--- src/rtl/fifo_drain_pkg.sv ---
// fifo_drain_pkg: shared types for the burst drain engine.
// Holds the FSM state enum and the skid buffer depth.
package fifo_drain_pkg;

  localparam int BUF_DEPTH = 2;

  typedef enum logic [1:0] {
    IDLE,
    RUN,
    DRAIN,
    DONE
  } state_e;

endpackage

--- src/rtl/fifo_drain_skid.sv ---
// fifo_drain_skid: 2-entry in-order buffer between FIFO and sink.
// Ports: clk, rst (async high), push/push_data in, pop in,
//        count (entries held), head (oldest entry, 0 when cleared).
module fifo_drain_skid
  import fifo_drain_pkg::*;
#(
  parameter int WIDTH = 16
) (
  input  logic             clk,
  input  logic             rst,
  input  logic             push,
  input  logic [WIDTH-1:0] push_data,
  input  logic             pop,
  output logic [1:0]       count,
  output logic [WIDTH-1:0] head
);

  logic [WIDTH-1:0] mem [BUF_DEPTH];
  logic             wr_ptr;
  logic             rd_ptr;
  logic [1:0]       cnt;
  logic             do_pop;
  logic             do_push;

  assign do_pop  = pop && (cnt != 2'd0);
  // A full buffer still takes a push when
  // the oldest entry leaves in the same cycle.
  assign do_push = push &&
                   (cnt != 2'd2 || do_pop);

  always_ff @(posedge clk or posedge rst) begin
    if (rst) begin
      for (int i = 0; i < BUF_DEPTH; i++)
        mem[i] <= '0;
      wr_ptr <= 1'b0;
      rd_ptr <= 1'b0;
      cnt    <= 2'd0;
    end else begin
      if (do_push) begin
        mem[wr_ptr] <= push_data;
        wr_ptr      <= ~wr_ptr;
      end
      if (do_pop)
        rd_ptr <= ~rd_ptr;
      cnt <= cnt + {1'b0, do_push}
                 - {1'b0, do_pop};
    end
  end

  assign count = cnt;
  assign head  = mem[rd_ptr];

endmodule

--- src/rtl/fifo_drain.sv ---
// fifo_drain: pops a burst of burst_len words from a FIFO read
// port and streams them to a valid/ready sink at 1 word/cycle.
// Ports: clk, rst (async high), start/burst_len request,
//        busy/done status, fifo_rd_en/fifo_empty/fifo_rdata
//        FIFO side, out_valid/out_data/out_ready sink side.
// Option: define FIFO_DRAIN_STATS_EN to add stall_cnt[15:0],
//        a saturating count of out_valid && !out_ready cycles.
module fifo_drain
  import fifo_drain_pkg::*;
#(
  parameter int WIDTH = 16,
  parameter int LEN_W = 8
) (
  input  logic             clk,
  input  logic             rst,
  input  logic             start,
  input  logic [LEN_W-1:0] burst_len,
  output logic             busy,
  output logic             done,
  output logic             fifo_rd_en,
  input  logic             fifo_empty,
  input  logic [WIDTH-1:0] fifo_rdata,
  output logic             out_valid,
  output logic [WIDTH-1:0] out_data,
  input  logic             out_ready
`ifdef FIFO_DRAIN_STATS_EN
  ,
  output logic [15:0]      stall_cnt
`endif
);

  state_e           state;
  logic [LEN_W-1:0] remaining;
  logic             inflight;
  logic [1:0]       buf_cnt;
  logic [1:0]       occ;
  logic             xfer;
  logic             accept;
  logic             last_out;

  fifo_drain_skid #(
    .WIDTH (WIDTH)
  ) u_skid (
    .clk       (clk),
    .rst       (rst),
    .push      (inflight),
    .push_data (fifo_rdata),
    .pop       (xfer),
    .count     (buf_cnt),
    .head      (out_data)
  );

  assign out_valid = (buf_cnt != 2'd0);
  assign xfer      = out_valid && out_ready;
  assign accept    = (state == IDLE) && start &&
                     (burst_len != '0);

  // Credit counts the word leaving this cycle as
  // already gone; otherwise a read could only be
  // issued every other cycle once data flows.
  assign occ = buf_cnt + {1'b0, inflight}
                       - {1'b0, xfer};

  assign fifo_rd_en = (state == RUN) &&
                      !fifo_empty &&
                      (remaining != '0) &&
                      (occ < 2'(BUF_DEPTH));

  // Last word leaves now, or already left.
  assign last_out = !inflight &&
                    (buf_cnt == 2'd0 ||
                     (buf_cnt == 2'd1 && xfer));

  always_ff @(posedge clk or posedge rst) begin
    if (rst) begin
      state     <= IDLE;
      remaining <= '0;
      inflight  <= 1'b0;
      busy      <= 1'b0;
      done      <= 1'b0;
    end else begin
      inflight <= fifo_rd_en;
      unique case (state)
        IDLE: begin
          if (accept) begin
            remaining <= burst_len;
            state     <= RUN;
            busy      <= 1'b1;
          end
        end
        RUN: begin
          if (fifo_rd_en) begin
            remaining <= remaining - 1'b1;
            if (remaining == LEN_W'(1))
              state <= DRAIN;
          end
        end
        DRAIN: begin
          if (last_out) begin
            state <= DONE;
            busy  <= 1'b0;
            done  <= 1'b1;
          end
        end
        DONE: begin
          state <= IDLE;
          done  <= 1'b0;
        end
        default: state <= IDLE;
      endcase
    end
  end

`ifdef FIFO_DRAIN_STATS_EN
  always_ff @(posedge clk or posedge rst) begin
    if (rst)
      stall_cnt <= '0;
    else if (accept)
      stall_cnt <= '0;
    else if (out_valid && !out_ready &&
             stall_cnt != 16'hFFFF)
      stall_cnt <= stall_cnt + 16'd1;
  end
`endif

endmodule

--- config.mk ---
export PLATFORM = sky130hd
export DESIGN_NAME = fifo_drain
export DESIGN_NICKNAME = d
export VERILOG_FILES = /design/src/rtl/fifo_drain_pkg.sv /design/src/rtl/fifo_drain_skid.sv /design/src/rtl/fifo_drain.sv
export SDC_FILE = /design/constraint.sdc
export NUM_CORES = 1
export LEC_CHECK = 0
export CAP_MARGIN = 5
export CORE_MARGIN = 2
export CORE_UTILIZATION = 47
export DETAILED_ROUTE_END_ITERATION = 16
export PLACE_DENSITY = 0.76
export SETUP_SLACK_MARGIN = 0.2
export SYNTH_ARGS = -nofsm -noshare
export SYNTH_HDL_FRONTEND = slang
export SYNTH_HIERARCHICAL = 1
export SYNTH_SLANG_ARGS = --single-unit
--- constraint.sdc ---
create_clock -name clk -period 2.5 [get_ports clk]
set_input_delay 0.5 -clock clk [delete_from_list [all_inputs] [get_ports clk]]
set_output_delay 0.5 -clock clk [all_outputs]
set_load 0.05 [all_outputs]
==> impl_results.md <==
- Status: finished, violations left
- Failing checks: setup timing
- Synth Register Bits: 49
- Met1 track demand over resource: 0.255
- PwrDens: 1510 nW/um2
- I/O pin count: 49
- Main synth FF type: dfrtp_1
- Die X: 77.9 um
- Hold-fix buffer count after cts: 0
- WHS Path Cells: 1
- Total Die Area: 6060 um2
- Avg Inst Size Synth: 11.7 um2
- Root cell of the clock tree: clkbuf_8
- Syn. warnings: 6
- Sw frac: 0.457
- Post-route ant nets: 0
- Worst-path clk slew: 0.09 ns
- First DRT Iteration DRCs: 78
- Layout Skew: 0.00326 ns
- Avg WL per Cell: 15.5 um
- Fin util: 0.674
- CTS buffer count: 5
- Fraction of layout cells with a size suffix above 1: 0.394
- CP startpoint kind: flop
- Fin. Hold Viols: 0
- Int Pwr: 2870 uW
- CTS H-Tree Depth: 2
- Hold WS: 0.494 ns
- Max_cap viols: 0
- TritonCTS clock tree: built
- Vias per cell: 5.40
- P&R area growth vs syn: 35.9%
- Crit path kind: flop to primary output
- Fin crit share: 1.02
- I/O Buffers: 48
- Post-Syn Area: 2560 um2
- Slew Viols, Final: 0
- Detailed Place HPWL: 3990 um
- R2R depth: 11
- Hold crit path type: flop to flop
- Synth cell types: 46
- Worst skew pair latency: 0.30 ns
- # fillers: 414
- Initial antenna violation count: 0
- CP Max Fanout: 2
- Drt total wl: 5530 um
- Die H: 77.9 um
- CTS Sinks: 49
- Vias in the first global route: 1848
- Starting density of the core: 0.496
- EDFF count, synth: 0
- Dpl cells: 346
- Row count: 26
- Reg power frac: 0.274
- Pin count of the biggest net entering global routing: 21
- Gr ovfl total: 0
- Fmax: 0.394 GHz
- Power share of the combinational group: 0.639
- Register Area: 1230 um2
- Post-synthesis sequential area ratio: 0.478
- Syn Inst Count: 219
- Endpoint type of the worst setup path: primary output
- Crit-path slowest cell: dfrtp_2
- RSZ-0062 raised after global routing: yes
- WP data required: 2.00 ns
- Worst slew pin tran: 0.705 ns
- Leak pwr: 0.00148 uW
- CP cell instances: or2_4, and2_4, ha_4, xnor2_4, xnor2_2, nor4_4, buf_12
- Multi-input gate area: 1410 um2
- Maximum clock insertion buffer count: 2
- Final nets: 326
- M2 GR Usage: 0.311
- First drt pass iteration count: 4
- DRC viols: 0
- Final min period: 2.54 ns
- Core Footprint: 5170 um2
- Total GRT Usage: 0.187
- Arrival time at the worst endpoint: 2.04 ns
- Worst slew margin: 0.530
- Async set or reset register ratio after synthesis: 1.00
- Non-filler cells, final: 357
- Final setup violation count: 1
- Number of diodes: 0
- Slowest cell delay on critical path: 0.41 ns
- Most Crowded Layer GR: met2
- First-pass GRT wire length: 8930 um
- Max IR drop VDD: 805 uV
- Post-Synthesis Net Count: 259
- Routability cong.: 0.865
- Clock Power Share: 0.087
- Via Count: 1928
- Final setup margin: -0.0396 ns
- Met3 Resource Use GR: 0.0372
- Switch Pwr: 2410 uW
flip-flops by register name, indices dropped and copies added (netlist names):
register       cells
state              2
u_skid/rd_ptr      1
u_skid/count       2
inflight           1
u_skid/mem        32
busy               1
done               1
remaining          8
u_skid/wr_ptr      1
layer usage:
layer / share of wire / routed length, um
met2: 0.49 / 2720
met3: 0.052 / 286
met4: 0.0080 / 44
met5: 0 / 0
met1: 0.45 / 2490
layout make-up:
type | instances | share of cell area
Clock buffer | 6 | 0.0208
Timing Repair Buffer | 67 | 0.178
Multi-Input combinational cell | 149 | 0.405
Sequential cell | 49 | 0.352
Tap cell | 70 | 0.0251
Clock inverter | 2 | 0.00431
Inverter | 14 | 0.0151
power groups by stage:
stage | Combinational [uW] | Clock, uW | Sequential (uW)
floorplan | 2210 | 0 | 1450
global placement | 3010 | 0 | 1420
detailed placement | 3080 | 0 | 1450
CTS | 3160 | 472 | 1430
global route | 3610 | 512 | 1500
finish | 3370 | 460 | 1450
cell usage after synthesis, types with 2 or more instances:
cell	number	area share
dfrtp_1	49	0.48
mux2_2	40	0.18
nand2_1	16	0.023
inv_1	14	0.020
ha_1	11	0.054
o21ai_0	11	0.021
nor2_1	6	0.0088
a21oi_1	5	0.0098
nand3_1	5	0.0098
o22ai_1	5	0.012
xnor2_1	5	0.017
mux2i_1	4	0.016
a31oi_1	3	0.0073
nor3_1	3	0.0059
nor4_1	3	0.0073
o2bb2ai_1	3	0.010
o31ai_1	3	0.0088
clkbuf_1	2	0.0029
nor3b_1	2	0.0059
or4_1	2	0.0059
xor2_1	2	0.0068
logic make-up after synthesis:
group / share of synthesized area
AO/OA/AOI/OAI: 0.0981
XOR/XNOR: 0.0239
adder cells (fa/ha/maj): 0.0537
buffers and inverters: 0.0415
flip-flops: 0.478
multiplexers: 0.197
AND/OR/NAND/NOR: 0.108
cell usage in the layout (no fill, tap or decap), types with 6 or more instances in the layout:
cell type / count
buf_4: 30
clkdlybuf4s50_1: 30
dfrtp_1: 48
ha_1: 8
inv_1: 13
mux2_2: 40
nand2_1: 15
nor2_1: 6
o21ai_0: 11
critical path, delay by kind of cell, from the launching register on:
| family | cells | cell delay, ns |
|---|---|---|
| DFF | 1 | 0.41 |
| adders and majority gates | 1 | 0.17 |
| and+or+nand+nor | 3 | 0.69 |
| buffers and inverters | 1 | 0.18 |
| xor gates and xnor gates | 2 | 0.28 |
metrics by stage:
stage / cell area [um2] / power, uW / setup WS (ns) / setup TNS (ns)
2_1_floorplan: 2620 / 3670 / -0.115 / -0.115
3_3_place_gp: 3230 / 4440 / -0.143 / -0.183
3_5_place_dp: 3230 / 4530 / -0.152 / -0.252
4_1_cts: 3360 / 5070 / -0.0489 / -0.0489
5_1_grt: 3490 / 5620 / -0.124 / -0.141
6_report: 3490 / 5280 / -0.0396 / -0.0396
what timing repair did:
item	CTS	global route
endpoints found under the setup margin	1	8
gates resized for setup	5	21
endpoints found under the hold margin	0	0
pin swaps	4	11
buffers inserted	2	1
final timing paths:
check / start / endpoint / slack [ns]
hold / removal: u_skid/wr_ptr / u_skid/wr_ptr / 0.49
min in group asynchronous: rst / remaining[0] / 0.58
setup / recovery: u_skid/count[1] / fifo_rd_en / -0.04
max in group asynchronous: rst / u_skid/mem[22] / 1.20
setup reg to reg: u_skid/count[1] / remaining[5] / 0.08
hold reg to reg: u_skid/wr_ptr / u_skid/wr_ptr / 0.49
No activity file was read; power rests on OpenSTA's default activity.
